===== config.mk =====
export PLATFORM = sky130hd
export DESIGN_NAME = updown_key_ctrl
export DESIGN_NICKNAME = d
export VERILOG_FILES = /design/src/rtl/updown_key_pkg.sv /design/src/rtl/updown_key_ctrl_debounce.sv /design/src/rtl/updown_key_ctrl.sv
export SDC_FILE = /design/constraint.sdc
export NUM_CORES = 1
export LEC_CHECK = 0
export ABC_AREA = 1
export CAP_MARGIN = 20
export CORE_ASPECT_RATIO = 1.1
export CORE_MARGIN = 2
export CORE_UTILIZATION = 54
export DETAILED_ROUTE_END_ITERATION = 7
export PLACE_DENSITY = 0.77
export SKIP_CTS_REPAIR_TIMING = 1
export SYNTH_ARGS = -nofsm -noshare
export SYNTH_HDL_FRONTEND = slang
export SYNTH_SLANG_ARGS = --single-unit
export TNS_END_PERCENT = 50

===== constraint.sdc =====
create_clock -name clk -period 1.4 [get_ports clk]
set_input_delay 0.42 -clock clk [delete_from_list [all_inputs] [get_ports clk]]
set_output_delay 0.42 -clock clk [all_outputs]
set_load 0.05 [all_outputs]

===== src/rtl/updown_key_pkg.sv =====
// Shared types, default parameter values and width helper for the up/down key front end.
package updown_key_pkg;

   typedef enum logic [1:0] {
      IDLE    = 2'd0,
      HOLD    = 2'd1,
      REPEAT  = 2'd2,
      PRESSED = 2'd3
   } key_state_t;

   localparam int DEF_DEBOUNCE_CYCLES = 16;
   localparam int DEF_REPEAT_DELAY    = 500;
   localparam int DEF_REPEAT_PERIOD   = 100;

   function automatic int cnt_width(input int max_val);
      return (max_val < 32'sd1) ? 32'sd1 : $clog2(max_val + 32'sd1);
   endfunction

endpackage


===== src/rtl/updown_key_ctrl_debounce.sv =====
// key_debounce: 2-FF synchroniser plus counter debounce for one raw button, with
// single-cycle strobes on the cycle the debounced level flips.
module key_debounce
   import updown_key_pkg::*;
#(
   parameter int DEBOUNCE_CYCLES = DEF_DEBOUNCE_CYCLES
) (
   input  logic clk,
   input  logic rst_n,
   input  logic btn,
   output logic level,
   output logic rise,
   output logic fall
);

   localparam int CW = cnt_width(DEBOUNCE_CYCLES);
   localparam logic [CW-1:0] CNT_LAST = CW'(DEBOUNCE_CYCLES - 1);

   logic          sync1_r;
   logic          sync2_r;
   logic          level_r;
   logic          rise_r;
   logic          fall_r;
   logic [CW-1:0] cnt_r;
   logic          mismatch_s;

   assign mismatch_s = sync2_r ^ level_r;

   // synchroniser, debounce counter and flip strobes
   always_ff @(posedge clk) begin
      if (!rst_n) begin
         sync1_r <= 1'b0;
         sync2_r <= 1'b0;
         level_r <= 1'b0;
         rise_r  <= 1'b0;
         fall_r  <= 1'b0;
         cnt_r   <= '0;
      end else begin
         sync1_r <= btn;
         sync2_r <= sync1_r;
         rise_r  <= 1'b0;
         fall_r  <= 1'b0;
         if (!mismatch_s) begin
            cnt_r <= '0;
         end else if (cnt_r == CNT_LAST) begin
            cnt_r   <= '0;
            level_r <= sync2_r;
            rise_r  <= sync2_r;
            fall_r  <= ~sync2_r;
         end else begin
            cnt_r <= cnt_r + CW'(1);
         end
      end
   end

   assign level = level_r;
   assign rise  = rise_r;
   assign fall  = fall_r;

endmodule


===== src/rtl/updown_key_ctrl.sv =====
// updown_key_ctrl: debounced up/down buttons to exclusive single-cycle count pulses.
// Hold-to-repeat is compiled in only when UPDOWN_KEY_AUTO_REPEAT_EN is defined.
module updown_key_ctrl
   import updown_key_pkg::*;
#(
   parameter int DEBOUNCE_CYCLES = DEF_DEBOUNCE_CYCLES,
   parameter int REPEAT_DELAY    = DEF_REPEAT_DELAY,
   parameter int REPEAT_PERIOD   = DEF_REPEAT_PERIOD
) (
   input  logic clk,
   input  logic rst_n,
   input  logic btn_up,
   input  logic btn_down,
   output logic up,
   output logic down,
   output logic busy
);

   if (DEBOUNCE_CYCLES < 32'sd2 || REPEAT_DELAY < 32'sd2 || REPEAT_PERIOD < 32'sd2) begin : g_bad_cfg
      $error("updown_key_ctrl: DEBOUNCE_CYCLES, REPEAT_DELAY and REPEAT_PERIOD must be >= 2");
   end

`ifdef UPDOWN_KEY_AUTO_REPEAT_EN
   localparam int TW = cnt_width((REPEAT_DELAY > REPEAT_PERIOD) ? REPEAT_DELAY : REPEAT_PERIOD);
   localparam logic [TW-1:0] DELAY_LOAD  = TW'(REPEAT_DELAY - 1);
   localparam logic [TW-1:0] PERIOD_LOAD = TW'(REPEAT_PERIOD - 1);
`endif

   // index 0 = increment key, index 1 = decrement key
   logic [1:0] lvl_s;
   logic [1:0] rise_s;
   logic [1:0] fall_s;
   logic [1:0] pulse_s;
   logic       both_s;
   logic       up_r;
   logic       down_r;
   logic       busy_r;

   key_debounce #(.DEBOUNCE_CYCLES(DEBOUNCE_CYCLES)) u_deb_up (
      .clk   (clk),
      .rst_n (rst_n),
      .btn   (btn_up),
      .level (lvl_s[0]),
      .rise  (rise_s[0]),
      .fall  (fall_s[0])
   );

   key_debounce #(.DEBOUNCE_CYCLES(DEBOUNCE_CYCLES)) u_deb_down (
      .clk   (clk),
      .rst_n (rst_n),
      .btn   (btn_down),
      .level (lvl_s[1]),
      .rise  (rise_s[1]),
      .fall  (fall_s[1])
   );

   assign both_s = lvl_s[0] & lvl_s[1];

   for (genvar g = 0; g < 2; g++) begin : g_key
      key_state_t state_r;
      key_state_t state_nxt_s;
      logic       press_s;
      logic       pulse_k_s;
`ifdef UPDOWN_KEY_AUTO_REPEAT_EN
      logic [TW-1:0] tmr_r;
      logic [TW-1:0] tmr_nxt_s;
`endif

      // a release of the other key while this one is held counts as a fresh press
      assign press_s = lvl_s[g] & (rise_s[g] | fall_s[1-g]);

      // next state, repeat timer and pulse request for this key
      always_comb begin
         state_nxt_s = state_r;
         pulse_k_s   = 1'b0;
`ifdef UPDOWN_KEY_AUTO_REPEAT_EN
         tmr_nxt_s   = tmr_r;
`endif
         if (both_s) begin
            state_nxt_s = IDLE;
`ifdef UPDOWN_KEY_AUTO_REPEAT_EN
            tmr_nxt_s   = '0;
`endif
         end else begin
            case (state_r)
               IDLE: begin
                  if (press_s) begin
                     pulse_k_s = 1'b1;
`ifdef UPDOWN_KEY_AUTO_REPEAT_EN
                     state_nxt_s = HOLD;
                     tmr_nxt_s   = DELAY_LOAD;
`else
                     state_nxt_s = PRESSED;
`endif
                  end else begin
                     state_nxt_s = IDLE;
                  end
               end
`ifdef UPDOWN_KEY_AUTO_REPEAT_EN
               HOLD, REPEAT: begin
                  if (!lvl_s[g]) begin
                     state_nxt_s = IDLE;
                     tmr_nxt_s   = '0;
                  end else if (tmr_r == '0) begin
                     pulse_k_s   = 1'b1;
                     state_nxt_s = REPEAT;
                     tmr_nxt_s   = PERIOD_LOAD;
                  end else begin
                     tmr_nxt_s   = tmr_r - TW'(1);
                  end
               end
`endif
               PRESSED: begin
                  if (!lvl_s[g]) begin
                     state_nxt_s = IDLE;
                  end else begin
                     state_nxt_s = PRESSED;
                  end
               end
               default: begin
                  state_nxt_s = IDLE;
               end
            endcase
         end
      end

      // key state and repeat timer registers
      always_ff @(posedge clk) begin
         if (!rst_n) begin
            state_r <= IDLE;
`ifdef UPDOWN_KEY_AUTO_REPEAT_EN
            tmr_r   <= '0;
`endif
         end else begin
            state_r <= state_nxt_s;
`ifdef UPDOWN_KEY_AUTO_REPEAT_EN
            tmr_r   <= tmr_nxt_s;
`endif
         end
      end

      assign pulse_s[g] = pulse_k_s;
   end

   // registered outputs; pulses are masked while both keys are down
   always_ff @(posedge clk) begin
      if (!rst_n) begin
         up_r   <= 1'b0;
         down_r <= 1'b0;
         busy_r <= 1'b0;
      end else begin
         up_r   <= pulse_s[0] & ~both_s;
         down_r <= pulse_s[1] & ~both_s;
         busy_r <= lvl_s[0] | lvl_s[1];
      end
   end

   assign up   = up_r;
   assign down = down_r;
   assign busy = busy_r;

endmodule


# Yosys cells after proc, flatten, opt, wreduce, memory -nomap -nowiden
# Index checks and enable logic that the tools add are counted.
# word_totals
regBits	27
in_bits	4
elab_cells	60
# op_classes
addsub	2
eq_ne	4
mux	12
bitwise_logic	16
n_reduce_logical	9
# ops
operator	count
$add A5 B1 Y5 const B	2
$eq A5 B4 Y1 const B	2
$mux W2	4
$pmux W2 S2	2
$mux W1	6
$not A1 Y1	6
$reduce_and A3 Y1	2
$reduce_or A3 Y1	2
$and A1 B1 Y1	5
$eq A2 B2 Y1 const B	2
$logic_not A2 Y1	2
$reduce_and A2 Y1	2
$or A1 B1 Y1	3
$reduce_or A2 Y1	1
$xor A1 B1 Y1	2

# Logic depth before layout (Yosys ltp)
# depth
depth_word	6
ltp_mapped	9
mapped_depth_nobuf	9

# Modules after synthesis
# From an unflattened synthesis, not the netlist that was laid out.
# unflattened
hier_cells	110
hier_area_um2	920.9
# modules_own_cells
mod	instances	cells_per_inst	area_per_inst_um2	seq_area_each_um2
key_debounce	2	43	369.1	200.2
updown_key_ctrl	1	24	182.7	100.1

# Worst setup path after synthesis
# OpenSTA, ideal clock, no wires.
# synth_path
path_kind	register -> register
from	register u_deb_up.cnt_r[0]
to	register u_deb_up.level_r, in the netlist u_deb_up.level
setup_ps	122
t_arrival_ps	1105
required_time_ps	1278
slack_ps	173
stages_incl_launch_ff	8
synth_period_minus_slack_ps	1227
cell_sequence	dfxtp_1 -> ha_1 -> nand2_1 -> nor2_1 -> ha_1 -> inv_1 -> o21ai_0 -> a21oi_1
# synth_between
elab_chain_len	2
# synth_lines
element	line_no	source
start, declared	updown_key_ctrl_debounce.sv:24	logic [CW-1:0] cnt_r;
start signal, assigned	updown_key_ctrl_debounce.sv:51	cnt_r <= cnt_r + CW'(1);
$eq A5 B4 Y1	updown_key_ctrl_debounce.sv:45	end else if (cnt_r == CNT_LAST) begin
$reduce_and A2 Y1 (no line)	--	
end signal, assigned	updown_key_ctrl_debounce.sv:47	level_r <= sync2_r;
end, declared	updown_key_ctrl_debounce.sv:21	logic level_r;
# No other way between the ends.
# A chain may end at the register's enable or synchronous reset.

# Worst setup path after layout
# layout_path
from	register u_deb_up.cnt_r[0]
to	register u_deb_up.fall_r, in the netlist u_deb_up.fall
# layout_between
elab_chain_len	2
# layout_lines
element	line_no	source
$eq A5 B4 Y1	updown_key_ctrl_debounce.sv:45	
$reduce_and A3 Y1 (no line)	--	
end signal, assigned	updown_key_ctrl_debounce.sv:49	fall_r <= ~sync2_r;
end, declared	updown_key_ctrl_debounce.sv:23	logic fall_r;
# No other way between the ends.

==> flow_metrics.env <==
export IMPL_worst_pin_slew_ns=0.243
export IMPL_rsz0062_at_grt="false"
export IMPL_grt_pass1_wl_um=2310
export IMPL_io_pins=7
export IMPL_fmax_ghz=0.773
export IMPL_end_kind="flip-flop"
export IMPL_yosysTopAreaCell="dfxtp_1"
export IMPL_vias=707
export IMPL_clockBufferDepth=2
export IMPL_slew_headroom_pct=83.6
export IMPL_min_path_type="flip-flop to flip-flop"
export IMPL_r2r_start="u_deb_up.cnt_r[0]"
export IMPL_p_per_area_nw_per_um2=957
export IMPL_hpwl_um=1050
export IMPL_dr_first_iter_drc_count=10
export IMPL_vias_per_cell=4.88
export IMPL_antenna_left=0
export IMPL_reg2reg_depth=6
export IMPL_critPathArrivalTime_ns=1.52
export IMPL_multi_input_area_um2=359
export IMPL_grt_pass1_vias=624
export IMPL_drive_gt1_share_pct=18.0
export IMPL_drt_first_pass_iters=4
export IMPL_die_h_um=47.5
export IMPL_hold_depth=2
export IMPL_area_growth_syn_to_layout_pct=20.2
export IMPL_cp_startpoint="u_deb_up.cnt_r[0]"
export IMPL_synthMostInstantiatedCell="dfxtp_1"
export IMPL_outcome="complete, no violations"
export IMPL_crit_type="flip-flop to flip-flop"
export IMPL_p_total_mw=1.07
export IMPL_hold_violations=0
export IMPL_rrSetupSlack_ns=0.11
export IMPL_timing_final_crit_period_ns=1.29
export IMPL_setup_violations=0
export IMPL_ys_flop_type="dfxtp_1"
export IMPL_routedWlPerCell_um=9.83
export IMPL_cts_num_sinks=25
export IMPL_ys_seq_area_share_pct=53.8
export IMPL_die_width_um=43.6
export IMPL_cts_buffers=3
export IMPL_drv_slew=0
export IMPL_grt_overflow_total=0
export IMPL_grt_max_degree=15
export IMPL_fin_tns_setup_ns=0
export IMPL_synth_top_area_share_pct=53.8
export IMPL_grt_antenna_before_repair=0
export IMPL_synth_area_leaders="dfxtp_1 54%, nand2_1 8.9%, inv_1 8.5%, nor2_1 7.3%, ha_1 5.4%"
export IMPL_fin_nets=137
export IMPL_critPathLaunchType="flip-flop"
export IMPL_wl_um=1430
export IMPL_h_tree_depth=1
export IMPL_critPathMaxFanout=3
export IMPL_timing_hold_worst_start="u_deb_down.sync1_r"
export IMPL_power_leakage_nw=0.485
export IMPL_max_cap_violations=0
export IMPL_clk_latency_ns=0.31
export IMPL_syn_num_nets=123
export IMPL_core_area_um2=1600
export IMPL_skew_ns=0.00406
export IMPL_fill_cells=123
export IMPL_syn_inst=115
export IMPL_yosysWarnings=0
export IMPL_synthArstFlopShare_pct=0
export IMPL_timing_hold_ws_ns=0.424
export IMPL_initial_utilization_pct=58.3
export IMPL_synth_seq_cells=25
export IMPL_rows=15
export IMPL_hold_end="u_deb_down.sync2_r"
export IMPL_final_core_util_pct=70.0
export IMPL_synthTopCellsByCount="25 x dfxtp_1, 22 x nand2_1, 21 x inv_1, 18 x nor2_1, 5 x nand4_1"
export IMPL_diodes=0
export IMPL_ir_drop_uv=628
export IMPL_synth_edf_count=0
export IMPL_synth_area_um2=930
export IMPL_drc=0
export IMPL_seqCellArea_um2=507
export IMPL_finalCritPeriodShare_pct=92.4
export IMPL_reg2reg_to="u_deb_up.fall"
export IMPL_io_buffers=6
export IMPL_path_clk_slew_ns=0.13
export IMPL_synth_cell_types=16
export IMPL_grt_total_usage_pct=15.4
export IMPL_cts_root_buf="clkbuf_4"
export IMPL_cp_required_ns=1.63
export IMPL_cts_tree="done"
export IMPL_avgSynthCellArea_um2=8.08
export IMPL_gp_congestion=0.726
export IMPL_die_area_um2=2070
-- cells in the final DEF, fill, tap and decap left out --
cell and n:
dfxtp_4 1, buf_12 3, ha_2 2, o21ai_0 3
nand3_2 1, nand3_1 3, nor3_1 4, nand2_2 2
clkdlybuf4s50_1 3, o21ai_1 1, ha_4 1, clkbuf_4 3
a21oi_1 2, nor2_1 18, nand2_1 21, ha_1 1
inv_1 20, a21oi_2 1, xnor2_1 2, buf_4 4
dfxtp_2 2, inv_2 2, clkinv_2 1, nand4_1 5
dfxtp_1 22
-- layout make-up --
type	count	share of cell area (%)
Multi-Input combinational cell	67	32.1
Timing Repair Buffer	10	10.8
Clock buffer	3	2.02
Sequential cell	25	45.4
Inverter	22	7.39
Tap cell	17	1.90
Clock inverter	1	0.448
-- how the worst max path moves through the flow --
stage / end / cells after the start
finish: u_deb_up.fall / 6
global placement: u_deb_down.cnt_r[4] / 4
floorplan: u_deb_up.level / 7
detailed placement: u_deb_down.cnt_r[4] / 4
global route: u_deb_down.cnt_r[4] / 7
CTS: u_deb_down.cnt_r[4] / 7
-- kinds of logic (layout without fill, tap and decap cells) --
kind of cell / count (synthesis) / count (layout) / share of synthesized area, %
simple gates: 54 / 54 / 25.0
flops: 25 / 25 / 53.8
buf+inv: 23 / 36 / 9.69
compound gates: 7 / 7 / 4.17
fa+ha+maj: 4 / 4 / 5.38
xor+xnor: 2 / 2 / 1.88
-- state kept, by name, summed over array words and instances (netlist names) --
register,count
u_deb_down.cnt_r,5
u_deb_up.cnt_r,5
u_deb_up.fall,1
u_deb_down.sync2_r,1
u_deb_down.rise,1
u_deb_up.level,1
busy,1
u_deb_down.sync1_r,1
u_deb_up.sync2_r,1
u_deb_down.fall,1
u_deb_up.sync1_r,1
u_deb_down.level,1
g_key.state_r,2
down,1
u_deb_up.rise,1
up,1
-- worst max-delay path, cell delays in order, from the launching register on --
cell     delay, ns
dfxtp_1       0.36
ha_1          0.19
nand2_1       0.06
nor2_1        0.10
ha_2          0.20
inv_1         0.08
nor3_1        0.22
-- through the flow --
step	area (um2)	setup slack, ns	cells
floorplan	930	0.173	115
finish	1120	0.107	145
global route	1120	0.0107	145
CTS	1090	0.0132	145
global placement	1060	-0.0339	141
detailed placement	1060	-0.0673	141
-- report_power, final --
part / total (mW) / leakage, nW / switching (mW) / internal (mW)
clock network: 0.310 / 0.0177 / 0.203 / 0.107
registers: 0.722 / 0.204 / 0.00539 / 0.717
logic: 0.0366 / 0.263 / 0.0178 / 0.0187
total: 1.07 / 0.485 / 0.227 / 0.843
-- routing by layer --
metal	global-route usage, %	up-vias	routed length (um)
met1	16.6	311	633
met5	0	-	0
met4	10.3	0	27
met3	2.64	4	33
li1	-	381	-
met2	27.9	11	730
Note: power is estimated with default switching activity, not from simulation.
==> patch 1 (same flow settings) <==
The 4 states of `key_state_t` get a one-hot encoding in 4 bits.
--- a/src/rtl/updown_key_pkg.sv
+++ b/src/rtl/updown_key_pkg.sv
@@ -1,11 +1,11 @@
 // Shared types, default parameter values and width helper for the up/down key front end.
 package updown_key_pkg;
 
-   typedef enum logic [1:0] {
-      IDLE    = 2'd0,
-      HOLD    = 2'd1,
-      REPEAT  = 2'd2,
-      PRESSED = 2'd3
+   typedef enum logic [3:0] {
+      IDLE    = 4'b0001,
+      HOLD    = 4'b0010,
+      REPEAT  = 4'b0100,
+      PRESSED = 4'b1000
    } key_state_t;
 
    localparam int DEF_DEBOUNCE_CYCLES = 16;
Behaviour: same outputs for any inputs over 10 cycles, from zero or initial values and one cycle with rst_n low; not proved beyond that.
==> patch 1 against the original RTL <==
- global-route usage increased by 1.2 points
- setup slack got worse by 25 ps
- final cell count increased by 23%
- via count increased by 18%
- total power increased by 7.5%
- maximum frequency decreased by 1.9%
- wire length increased by 18%
- cell area increased by 18%
- sequential power increased by 8.3%
- sequential cell count increased by 2
- area after synthesis increased by 23%
- combinational power increased by 23%
==> patch 1: results (changes against the original RTL) <==
stage;metric;value;unit;change
worst_setup_path;arrival;1540;ps;+20 ps
finish;drive_above_1_share;19.3;%;+1.4 points
synth;synth_area_leaders;dfxtp_1 47%, inv_1 9.5%, ha_1 8.8%, nand2_1 8.6%, nor2_1 5.3%;;
power_and_ir_drop;switchingPower;0.240;mW;+6.1%
finish;final_nets;163;;+19%
worst_setup_path;critPathMaxFanout;4;;+1
outcome;status;finished clean;;
finish;reg_top3;u_deb_down.cnt_r: 5 flops, u_deb_up.cnt_r: 5 flops, g_key.state_r: 4 flops;;
power_and_ir_drop;leakage;0.564;nW;+16%
grt;grt_pass1_vias;781;;+25%
synth;ys.flop_type;dfxtp_1;;
synth;synth_compound_area_share;6.37;%;+2.2 points
route;drt_iter0_drc;14;;+4
sta;slew_headroom;72.6;%;-11 points
worst_setup_path;critical-path-max-stage-delay;380;ps;+20 ps
grt;grt_pass1_wl;3.01;mm;+30%
synth;netlist_top_cells_count;29 x inv_1, 27 x dfxtp_1, 26 x nand2_1;;
synth;synth_xor_area_share;1.54;%;-0.35 points
place;dp_hpwl;1.22;mm;+16%
sta;fin_skew;2.36;ps;-1.70 ps
synth;ys_seq_area_share;47.4;%;-6.4 points
clock_tree;clockBufferDepth;2;;unchanged
worst_setup_path;crit_slowest_cell;dfxtp_2;;
grt;track_usage;16.6;%;+1.2 points
power_and_ir_drop;ir_worst_vdd;0.668;mV;+6.3%
worst_setup_path;critical-path-top-delay-family;flip-flops;;
synth;syn_nets;151;;+23%
synth;synth_cell_types;19;;+3
place;place.gp.congestion;0.790;;+8.8%
route;via_per_inst;4.69;;-3.8%
route;wire_per_inst;9.46;µm;-3.8%
place;place_ws;-75.4;ps;-8.14 ps
synth;synthAdderAreaFrac;8.78;%;+3.4 points
route;first_pass_iters;4;;unchanged
-- patch 1: area by class of cell --
type / instances / share of cell area (%)
repair buffers: 10 / 9.14
inverters: 32 / 9.14
well taps: 28 / 2.67
multi-input cells: 77 / 35.5
flip-flops and latches: 27 / 41.5
clock buffers: 4 / 2.00
-- patch 1: worst paths after layout --
kind,startpoint,end,slack [ps],cells after the start
setup / recovery,u_deb_down.cnt_r[0]$_SDFF_PP0_,u_deb_down.level$_SDFFE_PN0P_,80,7
setup reg to reg,u_deb_down.cnt_r[0]$_SDFF_PP0_,u_deb_down.level$_SDFFE_PN0P_,80,7
hold reg to reg,u_deb_down.sync1_r$_SDFF_PN0_,u_deb_down.sync2_r$_SDFF_PN0_,430,2
hold / removal,u_deb_down.sync1_r$_SDFF_PN0_,u_deb_down.sync2_r$_SDFF_PN0_,430,2
-- patch 1: per-layer routing --
metal / wire, µm / global-route usage [%]
met3: 44 / 2.07
met4: 33 / 9.01
met5: 0 / 0
met1: 802 / 21.2
met2: 803 / 26.2
-- patch 1: cell families after synthesis --
kind of cell | Yosys count
AND/OR/NAND/NOR | 57
buffers and inverters | 35
flip-flops | 27
AO/OA/AOI/OAI | 10
adder cells (fa/ha/maj) | 8
XOR/XNOR | 2
-- patch 1: stage by stage --
stage | power, mW | instances | cell area [µm²]
global route | 1.20 | 178 | 1310
floorplan | 0.824 | 139 | 1140
global placement | 0.836 | 171 | 1240
finish | 1.15 | 178 | 1310
detailed placement | 0.838 | 171 | 1240
CTS | 1.15 | 175 | 1270
-- patch 1: power by group through the flow --
stage / clock, mW / sequential, mW / combinational [mW]
after floorplan: 0 / 0.797 / 0.0271
after global placement: 0 / 0.797 / 0.0386
after detailed placement: 0 / 0.798 / 0.0401
after CTS: 0.329 / 0.781 / 0.0403
after global routing: 0.371 / 0.783 / 0.0507
final: 0.322 / 0.782 / 0.0452
-- patch 1: worst reg2reg max path, stage by stage, from the launching register on --
cell and delay, ps:
dfxtp_2 380, ha_2 190, nand2_1 60, nor2_1 120, ha_1 180, inv_1 100, o21ai_1 130, a21oi_1 50
==> patch 2 (same settings) <==
Without the edit above. `DEF_DEBOUNCE_CYCLES`: 16 -> 32.
--- a/src/rtl/updown_key_pkg.sv
+++ b/src/rtl/updown_key_pkg.sv
@@ -8,7 +8,7 @@
       PRESSED = 2'd3
    } key_state_t;
 
-   localparam int DEF_DEBOUNCE_CYCLES = 16;
+   localparam int DEF_DEBOUNCE_CYCLES = 32;
    localparam int DEF_REPEAT_DELAY    = 500;
    localparam int DEF_REPEAT_PERIOD   = 100;
 
Function: no difference found for any inputs over 10 cycles, from zero or initial values and one cycle with rst_n low; that may be too few to reach the edited logic, so the function may still have changed.
==> patch 2 against the original RTL <==
- critical path depth fell by 5
- die area grew 11%
- sequential cell count up 2
- combinational power fell by 2%
- wire length increased by 11%
- total power is 6.3% higher
- setup slack better by 27 ps
- cell area rose by 5.9%
- area after synthesis rose by 12%
- clock power increased by 4%
- highest routed layer unchanged
==> patch 2: results (changes against the original RTL) <==
stage;metric;value;unit;change
outcome;status;finished clean;;
worst_setup_path;crit_start;down$_SDFF_PN0_;;
worst_setup_path;critical-path-top-delay-family;flip-flops;;
finish;n_antenna_cell;0;;unchanged
clock_tree;clk_pin_slew;130;ps;about the same
synth;yosys_warnings;0;;unchanged
synth;synth_cell_types;19;;+3
grt;grt_max_degree;15;;unchanged
worst_setup_path;crit_slowest_cell;dfxtp_1;;
clock_tree;clockBufferDepth;2;;unchanged
route;wire_per_inst;9.96;µm;+1.4%
worst_setup_path;ff2ff_path_depth;6;;unchanged
hold_path;min_path_type;register to register;;
finish;reg_top3;u_deb_down.cnt_r: 6 flops, u_deb_up.cnt_r: 6 flops, g_key.state_r: 2 flops;;
clock_tree;worstSkewPairLatency;320;ps;
finish;final_nets;148;;+8.0%
clock_tree;htreeDepth;1;;unchanged
sta;fin_skew;8.77;ps;+4.71 ps
synth;netlist_top_cells_count;27 x dfxtp_1, 21 x inv_1, 20 x nand2_1;;
finish;fill_cells;153;;+24%
finish;drive_above_1_share;14.9;%;-3.1 points
route;vias;793;;+12%
power_and_ir_drop;p_sw_share;20.4;%;-0.77 points
grt;track_usage;16.8;%;+1.4 points
worst_setup_path;critPathMaxFanout;1;;-2
synth;syn_nets;135;;+9.8%
place;place.gp.congestion;0.774;;+6.6%
route;first_pass_iters;4;;unchanged
worst_setup_path;r2r-end;u_deb_up.cnt_r[0]$_SDFF_PP0_;;
worst_setup_path;ff2ff_setup_slack;230;ps;+120 ps
grt;antenna_found_initial;0;;unchanged
worst_setup_path;timing.rr.start;u_deb_up.cnt_r[0]$_SDFF_PP0_;;
place;io_buffers;6;;unchanged
grt;grt_pass1_vias;769;;+23%
clock_tree;numCtsBuffers;3;;unchanged
synth;async_reset_ff_share;0;%;unchanged
grt;grt_pass1_wl;2.81;mm;+22%
synth;ys_seq_area_share;51.9;%;-2.0 points
worst_setup_path;critical-path-max-stage-delay;380;ps;+20 ps
sta;slew_headroom;87.2;%;+3.5 points
worst_setup_path;critPathCapture;down;;
synth;synth_area_leaders;dfxtp_1 52%, inv_1 7.6%, nand2_1 7.2%, nor2_1 6.5%, nand3_1 4.8%;;
power_and_ir_drop;ir_worst_vdd;0.566;mV;-9.8%
place;dp_hpwl;1.22;mm;+16%
clock_tree;clockRootBuffer;clkbuf_4;;
worst_setup_path;arrival;850;ps;-670 ps
power_and_ir_drop;leakage;0.479;nW;-1.2%
route;drt_iter0_drc;10;;unchanged
[patch 2: power groups by stage]
| stage | sequential (mW) | combinational, mW | clock (mW) |
|---|---|---|---|
| global route | 0.781 | 0.0405 | 0.370 |
| finish | 0.780 | 0.0357 | 0.321 |
| global placement | 0.796 | 0.0346 | 0 |
| detailed placement | 0.797 | 0.0353 | 0 |
| CTS | 0.780 | 0.0357 | 0.335 |
| floorplan | 0.796 | 0.0237 | 0 |
[patch 2: final cells by class]
cell class,instances,share of cell area (%)
Sequential cell,27,45.7
Multi-Input combinational cell,76,32.8
Timing Repair Buffer,9,9.51
Inverter,25,7.93
Clock buffer,4,2.22
Tap cell,18,1.90
[patch 2: layer usage]
layer	track usage (%)	share of wire, %	up-vias
met5	0	0	-
met3	4.40	2.3	5
met1	18.9	44	360
met4	7.14	2.3	0
li1	-	-	417
met2	28.5	51	11
[patch 2: metrics by stage]
stage                     cell area [µm²]  cells  worst slack [ps]  power [mW]  hold slack (ps)
final                                1180    159               134        1.14              430
after global routing                 1180    159              58.7        1.19              440
after CTS                            1180    159               122        1.15              431
after detailed placement             1160    155             -82.1       0.832              407
after global placement               1160    155             -67.4       0.831              396
after floorplan                      1040    129               338       0.820              390
[patch 2: cell families after synthesis]
| logic type | after synthesis | synth area share, % |
|---|---|---|
| and+or+nand+nor | 63 | 27.9 |
| DFF | 27 | 51.9 |
| buffers and inverters | 26 | 10.9 |
| AOI/OAI and AO/OA | 7 | 3.60 |
| xor gates and xnor gates | 4 | 3.36 |
| adders and majority gates | 2 | 2.40 |
[patch 2: how the worst min path moves through the flow]
stage / startpoint / endpoint / slack [ps] / cells past startpoint
after global routing: u_deb_up.sync1_r$_SDFF_PN0_ / u_deb_up.sync2_r$_SDFF_PN0_ / 440 / 2
after detailed placement: u_deb_up.sync1_r$_SDFF_PN0_ / u_deb_up.sync2_r$_SDFF_PN0_ / 410 / 2
after floorplan: u_deb_down.sync1_r$_SDFF_PN0_ / u_deb_down.sync2_r$_SDFF_PN0_ / 390 / 2
after CTS: u_deb_up.sync1_r$_SDFF_PN0_ / u_deb_up.sync2_r$_SDFF_PN0_ / 430 / 2
after global placement: u_deb_down.sync1_r$_SDFF_PN0_ / u_deb_down.sync2_r$_SDFF_PN0_ / 400 / 2
final: u_deb_up.sync1_r$_SDFF_PN0_ / u_deb_up.sync2_r$_SDFF_PN0_ / 430 / 2
